**config.mk**
```make
export PLATFORM = sky130hd
export DESIGN_NAME = gradient_conv_unit_flat
export DESIGN_NICKNAME = d
export VERILOG_FILES = /design/src/rtl/gradient_conv_unit_if.sv /design/src/rtl/gradient_conv_unit.sv /design/src/flat_wrapper.sv
export SDC_FILE = /design/constraint.sdc
export NUM_CORES = 1
export LEC_CHECK = 0
export CAP_MARGIN = 20
export CORE_UTILIZATION = 40
export CTS_BUF_LIST = sky130_fd_sc_hd__clkbuf_2 sky130_fd_sc_hd__clkbuf_4 sky130_fd_sc_hd__clkbuf_8
export DETAILED_ROUTE_END_ITERATION = 10
export PLACE_DENSITY = 0.52
export SYNTH_ARGS = -nofsm -noshare
export SYNTH_HDL_FRONTEND = slang
export SYNTH_SLANG_ARGS = --single-unit
```
**constraint.sdc**
```tcl
create_clock -name clk -period 21.8 [get_ports clk]
set_input_delay 4.36 -clock clk [delete_from_list [all_inputs] [get_ports clk]]
set_output_delay 4.36 -clock clk [all_outputs]
set_load 0.005 [all_outputs]
```
**src/rtl/gradient_conv_unit_if.sv**
```systemverilog
// Pixel-in / gradient-out stream bundle for gradient_conv_unit.
// The source/sink side takes master, the unit takes slave.
interface gradient_conv_unit_if #(
    parameter int DATA_W = 8,
    parameter int CNT_W  = 7
);
    logic [CNT_W-1:0]  cfg_width;
    logic              cfg_mode;
    logic [DATA_W-1:0] pix;
    logic              pix_sof;
    logic              pix_val;
    logic              pix_rdy;
    logic [DATA_W+2:0] Ix;
    logic [DATA_W+2:0] Iy;
    logic              out_eol;
    logic              out_val;
    logic              out_rdy;

    modport master (
        output cfg_width, cfg_mode, pix, pix_sof, pix_val, out_rdy,
        input  pix_rdy, Ix, Iy, out_eol, out_val
    );

    modport slave (
        input  cfg_width, cfg_mode, pix, pix_sof, pix_val, out_rdy,
        output pix_rdy, Ix, Iy, out_eol, out_val
    );
endinterface

```
**src/rtl/gradient_conv_unit.sv**
```systemverilog
// Streaming 3x3 gradient engine: two line buffers feed a sliding window,
// producing central-difference or Sobel Ix/Iy for every interior pixel.
module gradient_conv_unit #(
    parameter int DATA_W = 8,
    parameter int MAX_W  = 64,
    parameter int CNT_W  = 7
) (
    input logic                 clk,
    input logic                 reset,
    gradient_conv_unit_if.slave bus
);
    localparam int OW = DATA_W + 3;
    localparam int AW = (MAX_W > 1) ? $clog2(MAX_W) : 1;
    localparam logic [CNT_W-1:0] ONE = 1;
    localparam logic [CNT_W-1:0] TWO = 2;

    typedef struct packed {
        logic [DATA_W-1:0] top;
        logic [DATA_W-1:0] mid;
        logic [DATA_W-1:0] bot;
    } col_t;

    logic [DATA_W-1:0] lb0 [MAX_W];
    logic [DATA_W-1:0] lb1 [MAX_W];
    col_t [2:0]        win;  // win[0] is the leftmost column
    logic [CNT_W-1:0]  col, row, width;
    logic              mode;

    logic              accept, win_ok, last_col, cur_mode;
    logic [CNT_W-1:0]  cur_col, cur_row, cur_w;
    logic [AW-1:0]     addr;
    col_t              new_col;
    logic signed [OW-1:0] ix_n, iy_n;

    function automatic logic signed [OW-1:0] ext(input logic [DATA_W-1:0] p);
        return $signed({3'b000, p});
    endfunction

    function automatic logic signed [OW-1:0] wsum(input logic [DATA_W-1:0] a,
                                                  input logic [DATA_W-1:0] b,
                                                  input logic [DATA_W-1:0] c);
        return ext(a) + (ext(b) <<< 1) + ext(c);
    endfunction

    assign bus.pix_rdy = !bus.out_val || bus.out_rdy;
    assign accept      = bus.pix_val && bus.pix_rdy;

    // A sof beat restarts framing and takes the new config for itself.
    always_comb begin
        cur_col  = bus.pix_sof ? '0 : col;
        cur_row  = bus.pix_sof ? '0 : row;
        cur_w    = bus.pix_sof ? bus.cfg_width : width;
        cur_mode = bus.pix_sof ? bus.cfg_mode : mode;
        last_col = (cur_col == cur_w - ONE);
        win_ok   = (cur_row >= TWO) && (cur_col >= TWO);
        addr     = cur_col[AW-1:0];
        new_col  = {lb1[addr], lb0[addr], bus.pix};
    end

    // Kernel sees the window after this beat's shift: left=win[1], mid=win[2].
    always_comb begin
        if (cur_mode) begin
            ix_n = wsum(new_col.top, new_col.mid, new_col.bot)
                 - wsum(win[1].top, win[1].mid, win[1].bot);
            iy_n = wsum(win[1].bot, win[2].bot, new_col.bot)
                 - wsum(win[1].top, win[2].top, new_col.top);
        end else begin
            ix_n = ext(new_col.mid) - ext(win[1].mid);
            iy_n = ext(win[2].bot) - ext(win[2].top);
        end
    end

    always_ff @(posedge clk) begin
        if (accept) begin
            lb0[addr] <= bus.pix;
            lb1[addr] <= lb0[addr];
        end
    end

    always_ff @(posedge clk) begin
        if (reset) begin
            col         <= '0;
            row         <= '0;
            width       <= CNT_W'(MAX_W);
            mode        <= 1'b0;
            win         <= '0;
            bus.out_val <= 1'b0;
            bus.Ix      <= '0;
            bus.Iy      <= '0;
            bus.out_eol <= 1'b0;
        end else begin
            if (accept) begin
                width <= cur_w;
                mode  <= cur_mode;
                win   <= {new_col, win[2], win[1]};
                col   <= last_col ? '0 : cur_col + ONE;
                if (last_col && !(&cur_row))
                    row <= cur_row + ONE;
                else
                    row <= cur_row;
            end
            if (accept && win_ok) begin
                bus.out_val <= 1'b1;
                bus.Ix      <= ix_n;
                bus.Iy      <= iy_n;
                bus.out_eol <= last_col;
            end else if (bus.out_rdy) begin
                bus.out_val <= 1'b0;
            end
        end
    end
endmodule

```
**src/flat_wrapper.sv**
```systemverilog
// flat-port wrapper written by rule: the top's interface ports become plain ports
module gradient_conv_unit_flat 
#(
    parameter int DATA_W = 8,
    parameter int MAX_W  = 64,
    parameter int CNT_W  = 7
)
  (clk, reset, bus_cfg_width, bus_cfg_mode, bus_pix, bus_pix_sof, bus_pix_val, bus_out_rdy, bus_pix_rdy, bus_Ix, bus_Iy, bus_out_eol, bus_out_val);
  gradient_conv_unit_if #(.DATA_W(DATA_W), .CNT_W(CNT_W)) bus_i ();
  input logic clk;
  input logic reset;
  input wire logic [$bits(bus_i.cfg_width)-1:0] bus_cfg_width;
  input wire logic [$bits(bus_i.cfg_mode)-1:0] bus_cfg_mode;
  input wire logic [$bits(bus_i.pix)-1:0] bus_pix;
  input wire logic [$bits(bus_i.pix_sof)-1:0] bus_pix_sof;
  input wire logic [$bits(bus_i.pix_val)-1:0] bus_pix_val;
  input wire logic [$bits(bus_i.out_rdy)-1:0] bus_out_rdy;
  output wire logic [$bits(bus_i.pix_rdy)-1:0] bus_pix_rdy;
  output wire logic [$bits(bus_i.Ix)-1:0] bus_Ix;
  output wire logic [$bits(bus_i.Iy)-1:0] bus_Iy;
  output wire logic [$bits(bus_i.out_eol)-1:0] bus_out_eol;
  output wire logic [$bits(bus_i.out_val)-1:0] bus_out_val;
  assign bus_i.cfg_width = bus_cfg_width;
  assign bus_i.cfg_mode = bus_cfg_mode;
  assign bus_i.pix = bus_pix;
  assign bus_i.pix_sof = bus_pix_sof;
  assign bus_i.pix_val = bus_pix_val;
  assign bus_i.out_rdy = bus_out_rdy;
  assign bus_pix_rdy = bus_i.pix_rdy;
  assign bus_Ix = bus_i.Ix;
  assign bus_Iy = bus_i.Iy;
  assign bus_out_eol = bus_i.out_eol;
  assign bus_out_val = bus_i.out_val;
  gradient_conv_unit #(.DATA_W(DATA_W), .MAX_W(MAX_W), .CNT_W(CNT_W)) u_core (.clk(clk), .reset(reset), .bus(bus_i));
endmodule
```
After elaboration in Yosys (flattened, before gate mapping):

Memories as Yosys holds them, arrays and structs flattened.
Index checks and enable logic that the tools add are counted.

* add/sub/neg operators: 15
* order comparisons: 2
* equal/unequal tests: 1
* muxes and demuxes: 12
* reductions and logical operators: 9

Operator list (number)
* $add A11 B9 Y11: 4
* $add A8 B9 Y10: 4
* $mux W7: 5
* $mux W11: 2
* $sub A11 B11 Y11: 2
* $sub A8 B8 Y9: 2
* $add A7 B1 Y7 const B: 2
* $ge A7 B2 Y1 const B: 2
* $eq A7 B7 Y1: 1
* $reduce_and A7 Y1: 1
* $sub A7 B1 Y7 const B: 1
* $mux W1: 5
* $logic_and A1 B1 Y1: 4
* $logic_not A1 Y1: 2
* $reduce_bool A2 Y1: 1
* $logic_or A1 B1 Y1: 1

* register bits after elaboration: 94
* RAM bits: 1024
* input bits: 21
* output and inout bits: 25
* logic and storage cells: 55
* memories: 2

Memory list
* u_core.lb0: words 64, bits a word 8, read ports 1, clocked after memory_dff 0, wr ports 1, line gradient_conv_unit.sv:23 `logic [DATA_W-1:0] lb0 [MAX_W];`
* u_core.lb1: words 64, bits a word 8, read ports 1, clocked after memory_dff 0, wr ports 1, line gradient_conv_unit.sv:24 `logic [DATA_W-1:0] lb1 [MAX_W];`

Longest topological paths before layout:

An unclocked memory read counts as a cell.

* word-level depth: 6
* mapped depth: 31
* mapped depth without buffers: 26

Worst setup path before layout:

Ideal clock, no wire load.

* kind: input-to-reg
* start point: input bus_pix_sof
* end point: register u_core.bus.Ix[10]
* library setup time: 0.062 ns
* arrival: 13.205 ns
* data required time: 21.738 ns
* path slack: 8.533 ns
* stages: 28
* path buffers: 5
* path through: buf_4 -> buf_2 -> nor2_1 -> buf_4 -> buf_4 -> buf_2 -> nor2_1 -> a21oi_1 -> a21oi_1 -> o41ai_1 -> ha_1 -> inv_1 -> nor2_1 -> nor2_1 -> o21bai_1 -> a21oi_1 -> xnor2_1 -> fa_1 -> inv_1 -> fa_1 -> inv_1 -> ha_1 -> o21a_1 -> nor2_1 -> a21oi_1 -> a31oi_1 -> or4_1 -> nand3_1

RTL lines
* from (decl): line flat_wrapper.sv:15 `input wire logic [$bits(bus_i.pix_sof)-1:0] bus_pix_sof;`
* to (signal assigned): line gradient_conv_unit.sv:104 `bus.Ix <= ix_n;`
* to (decl): line gradient_conv_unit_if.sv:26 `output pix_rdy, Ix, Iy, out_eol, out_val`

==> qor.txt <==
post-synthesis net count: 3,346
Die Ht: 344 microns
die area: 119,000 sq um
Initial DRT Pass Iterations: 8
vias per inst: 6.08
Setup CP Type: in -> reg
postcts setup bufs: 0
hold buffers post-CTS: 0
worst-path fanout max: 51
Clk pin slew, worst setup/hold paths: 70 ps
Post-Synthesis Cell Area: 46,900 sq um
Avg Cell Area, Syn: 14.6 sq um
Mapped Cells: 3,210
vias in the first global route: 30,200
Die W: 344 microns
layout cell share with drive strength beyond 1: 15.7%
initial antenna violation count: 17
WL final: 170,000 microns
DR WL/cell: 33.2 microns
Buf/Inv on CP: 8
dpl cells: 4,761
clock tree buffer depth: 3
Setup crit start kind: input port
Yosys warning total: 0
Hold Path Origin: u_core.win[57]
VDD IR max: 0.0688 mV
nets: 3,560
antenna viol nets, final: 0
post-cts repair resize count: 0
port bufs: 45
first-pass GRT wire length: 235,000 microns
io pins: 46
vias post-DR: 31,100
CP max-delay cell: nor4_4
gr usage total: 28.5%
Synth top area share: 65.5%
final slew viol count: 0
Req. time, crit path: 22,580 ps
later-pin clock latency in the skew report: 910 ps
fin cells: 5,107
Clock Root Buffer: clkbuf_8
Worst Setup SP: bus_pix_sof
Main synth FF type: edfxtp_1
area growth from synthesis to layout: 13.6%
Synth area leaders: edfxtp_1, dfxtp_1, mux2i_1, o22ai_1, ha_1
met2 Use GR: 43.4%
#FFs+latches synth: 1,118
crit share post-route: 54.0%
CP Data Arrival Time: 12,550 ps
Synth async-reset ratio: 0%
Global Route met3 Usage: 6.56%
PD cells: 89.3 nW/um^2
CTS Buf Count: 185
H-tree depth: 4
grt total ovfl: 0
Final min period: 11,770 ps
DR DRC count: 0
synth unique cells: 85
Detailed Place HPWL: 106,000 microns
GR Layer Usage met1: 39.1%
RSZ-0062 raised after global routing: false
top post-synthesis cells by count: edfxtp_1, nor2_1, a21oi_1
Std-Cell Rows: 125
final setup fails: 0
static leakage: 0.0176 uW
maxcap violations: 0
TritonCTS Sinks: 1,118
busiest layer in global routing: met2
Worst path top cell family by delay: buffers and inverters
routability cong.: 0.956
final hold violation count: 0
Hold Path Class: reg -> reg
Relative slew margins: 14.2%
measured slew at the worst slew-check pin: 1250 ps
Most common cell on crit path: buf_4
initial core utilization: 40.4%
Fmax achieved: 0.0850 GHz
CTS tree: done
CP endpoint kind: register
core box area: 116,000 sq um
EDFF count, synth: 1,024
CP peak stage delay: 800 ps
area leader, netlist: edfxtp_1
top-count cell post-synth: edfxtp_1
Fin Clk Skew: 82.6 ps
RR Startpoint: u_core.col[2]
largest net degree at the start of global routing: 81
sequential area share after synthesis: 69.6%
Util after Layout: 45.8%
Setup TNS Final: 0 ps
initial DRC count: 4,238
outcome: finished, final reports clean
Hold WS: 448 ps
==> worst reg2reg max path: cells and delay by family (launching register included) <==
kind / cells / cell delay (ps)
AOI/OAI and AO/OA: 8 / 1450
adders and majority gates: 5 / 2160
buffers and inverters: 5 / 1900
DFF: 1 / 770
and+or+nand+nor: 6 / 2940
==> flip-flops by register name, summed over array words and instances, names as in the netlist <==
register	count
u_core.row	7
u_core.win	48
u_core.width	7
u_core.lb1	512
u_core.lb0	512
u_core.bus.Ix	11
u_core.bus.out_eol	1
u_core.mode	1
u_core.bus.Iy	11
u_core.col	7
u_core.bus.out_val	1
==> layout make-up <==
| cell class | instances | area (sq um) |
|---|---|---|
| multi-input cells | 1786 | 12900 |
| diodes | 7 | 17.5 |
| well taps | 1524 | 1910 |
| clock buffers | 254 | 3110 |
| flip-flops and latches | 1118 | 32600 |
| fillers | 10200 | 62900 |
| repair buffers | 213 | 1670 |
| inverters | 120 | 450 |
| clock inverters | 85 | 569 |
==> kinds of logic after synthesis <==
group | share of synthesized area [%]
AOI/OAI and AO/OA | 11.4
and+or+nand+nor | 6.00
DFF | 69.6
adders and majority gates | 3.68
muxes | 4.98
buffers and inverters | 3.22
xor gates and xnor gates | 1.18
==> per-stage QoR <==
stage	cell area [sq um]	total power [uW]	setup WS, ps
floorplan	46900	2760	8530
global placement	49600	2940	9350
detailed placement	49600	2950	9340
CTS	53300	4780	10240
global route	53300	4920	9840
finish	53300	4760	10030
==> path summary, 6_finish.rpt <==
kind                       end  slack [ps]  depth (start not counted)
max          u_core.bus.Ix[10]       10030                         26
min reg2reg     u_core.win[33]         450                          2
min             u_core.win[33]         450                          2
max reg2reg  u_core.bus.Ix[10]       12470                         24
==> placed cells by master, fill, tap and decap left out, drive strengths merged, types with 12 or more instances in the layout <==
| cell type | Yosys | layout |
|---|---|---|
| mux2 | 45 | 45 |
| nand2b | 15 | 15 |
| xor2 | 19 | 19 |
| nand3 | 24 | 24 |
| clkbuf | 73 | 254 |
| o22a | 13 | 13 |
| nor2b | 61 | 61 |
| a221oi | 41 | 41 |
| a22oi | 49 | 49 |
| mux2i | 174 | 174 |
| o211ai | 22 | 22 |
| edfxtp | 1024 | 1024 |
| nand2 | 166 | 166 |
| clkinv | 1 | 71 |
| dfxtp | 94 | 94 |
| o221ai | 46 | 46 |
| fa | 38 | 38 |
| xnor2 | 44 | 44 |
| inv | 119 | 128 |
| a221o | 16 | 16 |
| o21ai | 90 | 90 |
| nor2 | 213 | 213 |
| a31oi | 12 | 12 |
| clkdlybuf4s50 | 0 | 35 |
| a21oi | 178 | 178 |
| a211oi | 57 | 57 |
| ha | 77 | 77 |
| buf | 113 | 178 |
| nor3 | 38 | 38 |
| o22ai | 163 | 163 |
| o21bai | 16 | 16 |
==> power by group <==
group          leakage [uW]  switching, uW  internal (uW)
sequential          0.00997           9.67           2360
clock               0.00193            882            969
combinational       0.00570            349            184
total                0.0176           1240           3520
==> per-layer routing <==
layer  part of all wire [%]  vias up
met2                     45     1939
met5                  0.024        -
li1                       -    12900
met1                     41    15800
met3                     10      364
met4                    4.3        8
(Power assumes the default switching activity.)
